`config.mk`:
```
export PLATFORM = sky130hd
export DESIGN_NAME = store_align_buf
export DESIGN_NICKNAME = d
export VERILOG_FILES = /design/src/rtl/store_align_buf.sv
export SDC_FILE = /design/constraint.sdc
export NUM_CORES = 1
export LEC_CHECK = 0
export CAP_MARGIN = 20
export CORE_AREA = 2 2 206 167
export DETAILED_ROUTE_END_ITERATION = 8
export DIE_AREA = 0 0 208 169
export PLACE_DENSITY = 0.81
export SKIP_LAST_GASP = 1
export SYNTH_ARGS = -nofsm -noshare
export SYNTH_HDL_FRONTEND = slang
export SYNTH_SLANG_ARGS = --single-unit
```
`constraint.sdc`:
```
create_clock -name clk -period 4 [get_ports clk]
set_clock_uncertainty 0.2 [all_clocks]
set_input_delay 0.8 -clock clk [delete_from_list [all_inputs] [get_ports clk]]
set_output_delay 0.8 -clock clk [all_outputs]
set_load 0.02 [all_outputs]
```
`src/rtl/store_align_buf.sv`:
```
// Store alignment buffer: queues LSU stores and issues them as byte-lane RAM beats,
// splitting stores that straddle a RAM word boundary into two consecutive beats.
module store_align_buf #(
    parameter int unsigned DW    = 32,
    parameter int unsigned AW    = 32,
    parameter int unsigned DEPTH = 4
) (
    input  logic            clk,
    input  logic            rst,
    input  logic            req_valid,
    output logic            req_ready,
    input  logic [AW-1:0]   req_addr,
    input  logic [1:0]      req_size,
    input  logic [DW-1:0]   req_wdata,
    output logic            mem_valid,
    input  logic            mem_ready,
    output logic [AW-1:0]   mem_addr,
    output logic [DW/8-1:0] mem_we,
    output logic [DW-1:0]   mem_wdata,
    output logic            empty
);

    localparam int unsigned NB = DW / 8;
    localparam int unsigned OB = $clog2(NB);
    localparam int unsigned PW = $clog2(DEPTH);

    typedef enum logic [1:0] {StIdle, StBeat0, StBeat1} state_e;

    // Two-word-wide byte mask and data for one store, packed as {mask2, data2}.
    function automatic logic [2*NB+2*DW-1:0] align(input logic [AW-1:0] a,
                                                   input logic [1:0]    s,
                                                   input logic [DW-1:0] d);
        logic [1:0]      sz;
        logic [OB-1:0]   off;
        logic [2*NB-1:0] m;
        logic [2*DW-1:0] x;
        sz  = (DW == 32 && s == 2'd3) ? 2'd2 : s;
        off = a[OB-1:0];
        case (sz)
            2'd0:    m = (2*NB)'(1);
            2'd1:    m = (2*NB)'(3);
            2'd2:    m = (2*NB)'(15);
            default: m = (2*NB)'(255);
        endcase
        m = m << off;
        x = {{DW{1'b0}}, d} << (8 * off);
        // Drop data bits above the access size.
        for (int i = 0; i < 2 * NB; i++) begin
            if (!m[i]) x[8*i +: 8] = 8'h00;
        end
        return {m, x};
    endfunction

    logic [AW-1:0] fifo_addr [DEPTH];
    logic [1:0]    fifo_size [DEPTH];
    logic [DW-1:0] fifo_data [DEPTH];

    logic [PW-1:0] rd_ptr_q, wr_ptr_q, rd_nxt;
    logic [PW:0]   count_q;
    state_e        state_q, state_d;

    logic            valid_q;
    logic [AW-1:0]   addr_q;
    logic [NB-1:0]   we_q, hi_we_q;
    logic [DW-1:0]   wdata_q, hi_wdata_q;

    logic            push, hs, pop, load, load_hi;
    logic [AW-1:0]   src_addr;
    logic [1:0]      src_size;
    logic [DW-1:0]   src_data;
    logic [2*NB+2*DW-1:0] al;
    logic [2*NB-1:0] al_mask;
    logic [2*DW-1:0] al_data;

    assign req_ready = (count_q != (PW+1)'(DEPTH));
    assign push      = req_valid & req_ready;
    assign hs        = valid_q & mem_ready;
    // A beat with a pending high half does not retire the entry.
    assign pop       = hs & ~load_hi;
    assign rd_nxt    = rd_ptr_q + PW'(1);

    assign mem_valid = valid_q;
    assign mem_addr  = addr_q;
    assign mem_we    = we_q;
    assign mem_wdata = wdata_q;
    assign empty     = (count_q == '0) && (state_q == StIdle);

    // Request storage; entries need no reset since count gates their use.
    always_ff @(posedge clk) begin
        if (push) begin
            fifo_addr[wr_ptr_q] <= req_addr;
            fifo_size[wr_ptr_q] <= req_size;
            fifo_data[wr_ptr_q] <= req_wdata;
        end
    end

    // Pointers and occupancy.
    always_ff @(posedge clk or posedge rst) begin
        if (rst) begin
            rd_ptr_q <= '0;
            wr_ptr_q <= '0;
            count_q  <= '0;
        end else begin
            if (push) wr_ptr_q <= wr_ptr_q + PW'(1);
            if (pop)  rd_ptr_q <= rd_nxt;
            count_q <= count_q + (PW+1)'(push) - (PW+1)'(pop);
        end
    end

    // Next-state and choice of which store feeds the next beat0.
    always_comb begin
        state_d  = state_q;
        load     = 1'b0;
        load_hi  = 1'b0;
        src_addr = fifo_addr[rd_ptr_q];
        src_size = fifo_size[rd_ptr_q];
        src_data = fifo_data[rd_ptr_q];
        case (state_q)
            StIdle: begin
                if (count_q != '0) begin
                    load = 1'b1;
                end else if (push) begin
                    // Empty buffer: take the incoming store straight away.
                    load     = 1'b1;
                    src_addr = req_addr;
                    src_size = req_size;
                    src_data = req_wdata;
                end
            end
            StBeat0, StBeat1: begin
                if (hs) begin
                    if (state_q == StBeat0 && |hi_we_q) begin
                        load_hi = 1'b1;
                        state_d = StBeat1;
                    end else if (count_q > (PW+1)'(1)) begin
                        load     = 1'b1;
                        src_addr = fifo_addr[rd_nxt];
                        src_size = fifo_size[rd_nxt];
                        src_data = fifo_data[rd_nxt];
                    end else if (push) begin
                        // Entry being written now becomes the head after this pop.
                        load     = 1'b1;
                        src_addr = req_addr;
                        src_size = req_size;
                        src_data = req_wdata;
                    end else begin
                        state_d = StIdle;
                    end
                end
            end
            default: state_d = StIdle;
        endcase
        if (load) state_d = StBeat0;
    end

    assign al      = align(src_addr, src_size, src_data);
    assign al_mask = al[2*NB+2*DW-1 -: 2*NB];
    assign al_data = al[2*DW-1:0];

    // Registered beat outputs; the high half is parked until beat0 is accepted.
    always_ff @(posedge clk or posedge rst) begin
        if (rst) begin
            state_q    <= StIdle;
            valid_q    <= 1'b0;
            addr_q     <= '0;
            we_q       <= '0;
            wdata_q    <= '0;
            hi_we_q    <= '0;
            hi_wdata_q <= '0;
        end else begin
            state_q <= state_d;
            if (load) begin
                valid_q    <= 1'b1;
                addr_q     <= src_addr & ~AW'(NB - 1);
                we_q       <= al_mask[NB-1:0];
                wdata_q    <= al_data[DW-1:0];
                hi_we_q    <= al_mask[2*NB-1:NB];
                hi_wdata_q <= al_data[2*DW-1:DW];
            end else if (load_hi) begin
                addr_q  <= addr_q + AW'(NB);
                we_q    <= hi_we_q;
                wdata_q <= hi_wdata_q;
                hi_we_q <= '0;
            end else if (hs) begin
                valid_q <= 1'b0;
            end
        end
    end

endmodule

```
==> impl_metrics.py <==
metrics = {
    "clock_tree": {
        "holdBufCountCts": 0,
        "cts-resized-gates": 0,
        "cts_tree": "done",
        "numCtsBuffers": 38,
        "cts.clk_slew.worst_paths_ps": 60,
        "htreeDepth": 2,
        "clk_latency_ps": 530,
        "clockBufferDepth": 3,
        "cts.sinks": 368,
        "cts_setup_buffers": 0,
        "root_buffer": "clkbuf_16",
    },
    "yosys": {
        "ys.flop_type": "edfxtp_1",
        "synth_edf_count": 264,
        "synthCells": 1560,
        "yosysWarningCount": 0,
        "synthArstFlopShare_pct": 28.26,
        "synth.avg_cell_area_um2": 12.60,
        "yosys_register_bits": 368,
        "synth.area.top_cells": "edfxtp_1, mux4_2, dfrtp_1",
        "ys_types": 76,
        "yosys.area.top_type": "edfxtp_1",
        "synth.top_cell.area_share_pct": 40.32,
        "synth_most_common_cell": "edfxtp_1",
        "yosysSeqAreaShare_pct": 53.55,
        "synthTopCellsByCount": "edfxtp_1, nand2_1, mux4_2",
        "netlist_area_um2": 19660,
    },
    "critical_path": {
        "worstPathMaxFanout": 21,
        "path_cells": "buf_4 > nor3b_2 > inv_1 > clkdlybuf4s50_1",
        "start_kind": "register",
        "critPathArrivalTime_ps": 2670,
        "max_stage_delay_ps": 770,
        "end_kind": "output port",
        "cp_data_required_time_ps": 3000,
        "critical-path-top-delay-family": "buffers and inverters",
        "criticalPathCategory": "reg -> out",
        "slowest_stage": "clkdlybuf4s50_1",
        "worst-path-buf-inv": 3,
    },
    "die": {
        "dieArea_um2": 35150,
        "row_count": 60,
        "start_util_pct": 59.26,
        "core_um2": 33180,
        "die_h_um": 169,
        "pin_count": 141,
        "die_x_um": 208,
    },
    "sta": {
        "hold_slack_ps": 283.1,
        "drv_slew": 0,
        "fmax_mhz": 272.7,
        "setup_tns_ps": 0,
        "worst_pin_slew_ps": 1016,
        "slew_headroom_pct": 32.22,
        "setup_viol": 0,
        "hold_viol": 0,
        "finalCriticalPeriod_ps": 3667,
        "period_share_pct": 91.68,
        "grt_setup_unrepaired": "false",
    },
    "power": {
        "combPwrFrac_pct": 60.2,
        "peakVddDrop_mv": 0.9569,
        "switching_share_pct": 44.75,
        "pwr_density_cell_nw_per_um2": 1014,
        "pwr-share-clk_pct": 14.4,
        "power_frac_seq_pct": 25.4,
        "p_leak_nw": 8.250,
        "switching_power_mw": 10.46,
        "internal_power_mw": 12.91,
    },
    "detailed_routing": {
        "dr.pass1.iters": 6,
        "drt_iter0_drc": 2238,
        "viasPerCell": 6.914,
        "wl_mm": 54.30,
        "vias": 14970,
        "routedWlPerCell_um": 25.08,
        "drtAntennaViolNets": 0,
        "drc_errors": 0,
    },
    "final_layout": {
        "final_area_um2": 23050,
        "syn_to_final_growth_pct": 17.21,
        "multi_input_area_um2": 8498,
        "regArea_um2": 10540,
        "drive_gt1_share_pct": 18.74,
        "n_fill_cell": 2276,
        "nets": 1783,
    },
    "grt": {
        "grt_max_degree": 66,
        "grt_pass1_vias": 14920,
        "antenna_found_initial": 2,
        "grt_pass1_wl_mm": 85.30,
        "track_usage_pct": 31.12,
        "grt_overflow": 0,
    },
    "worst_hold_path": {
        "min_path_type": "reg -> reg",
    },
    "job": {
        "drv_cap": 0,
    },
    "status": {
        "status": "finished clean",
    },
    "place": {
        "gp_congestion": 0.9225,
        "placed_area_um2": 21860,
        "port_buffers": 138,
        "post-dp-hpwl_mm": 36.12,
    },
}
[through the flow]
step	setup WS, ps	cells	utilization (%)	total power [mW]
after floorplan	267.8	1561	-	14.99
after global placement	58.55	2095	65.87	19.40
after detailed placement	79.42	2095	65.87	19.73
after CTS	343.9	2163	69.44	23.17
after global routing	159.2	2165	69.46	24.66
final	333.0	2165	69.46	23.37
[final cells by class]
cell class / instances / share of cell area [%]
timing repair buffer: 228 / 9.522
multi-input combinational: 1043 / 36.87
clock inverter: 12 / 0.2497
sequential: 368 / 45.72
inverter: 22 / 0.3692
clock buffer: 56 / 4.886
tap: 434 / 2.356
antenna: 2 / 0.02172
[placed cells by master (no fill, tap or decap), drive strengths merged, types with 14 or more instances in the layout]
master	Yosys	layout
mux4	132	132
xor2	14	14
nor3	52	52
a211oi	28	28
o21ai	97	97
dfrtp	104	104
buf	55	90
clkdlybuf4s50	0	138
a221oi	46	46
o22ai	22	22
mux2i	29	29
nand2	212	212
a31oi	40	40
and3	28	28
clkbuf	73	56
edfxtp	264	264
a21oi	81	81
nor2b	14	14
a21boi	16	16
xnor2	18	18
inv	22	22
nor2	58	58
nand3	45	45
[state kept, by name, indices dropped and copies added (netlist names), 4 cells and up]
name        flops
hi_wdata_q     24
fifo_size       8
mem_wdata      32
mem_addr       30
fifo_addr     128
hi_we_q         4
fifo_data     128
mem_we          4
[power groups by stage]
| stage | clock network, mW | registers, mW | logic (mW) |
|---|---|---|---|
| 2_1_floorplan | 0 | 6.14 | 8.86 |
| 3_3_place_gp | 0 | 5.92 | 13.5 |
| 3_5_place_dp | 0 | 5.99 | 13.7 |
| 4_1_cts | 3.42 | 5.93 | 13.8 |
| 5_1_grt | 3.57 | 6.05 | 15.0 |
| 6_report | 3.37 | 5.94 | 14.1 |
[path summary, 6_finish.rpt]
check / slack, ps / cells past startpoint / endpoint / from
max in group asynchronous: 2140 / 3 / mem_addr[24]$_DFFE_PP0P_ / rst
setup reg to reg: 350 / 10 / mem_wdata[26]$_DFFE_PP0P_ / count_q[1]$_DFF_PP0_
hold / removal: 280 / 2 / mem_wdata[31]$_DFFE_PP0P_ / mem_wdata[31]$_DFFE_PP0P_
hold reg to reg: 280 / 2 / mem_wdata[31]$_DFFE_PP0P_ / mem_wdata[31]$_DFFE_PP0P_
setup / recovery: 330 / 4 / req_ready / count_q[1]$_DFF_PP0_
min in group asynchronous: 590 / 2 / mem_wdata[4]$_DFFE_PP0P_ / rst
[worst reg2reg max path: stages, from the launching register on]
cell and delay (ps):
dfrtp_1 570, inv_1 100, ha_1 310, nor4bb_1 170, or3_1 460, or3_1 430
buf_12 180, a221oi_1 570, mux2i_1 200, mux2i_1 240, o21ai_0 110
[cells by family (layout without fill, tap and decap cells)]
group                    Yosys count  after routing  share of synthesized area [%]
adder cells (fa/ha/maj)           12             12                         0.8018
other                              1              4                        0.01907
AND/OR/NAND/NOR                  459            459                          11.12
buffers and inverters            150            318                          3.341
XOR/XNOR                          32             32                          1.425
AO/OA/AOI/OAI                    377            377                          13.14
flip-flops                       368            368                          53.55
multiplexers                     161            161                          16.60
[layer usage]
| metal | share of wire [%] | global-route usage [%] | wire length, µm |
|---|---|---|---|
| met1 | 39 | 45.50 | 21430 |
| met2 | 46 | 47.29 | 24840 |
| met3 | 12 | 6.271 | 6456 |
| met4 | 2.9 | 10.58 | 1577 |
| met5 | 0 | 0 | 0 |
No activity file was read; power rests on OpenSTA's default activity.
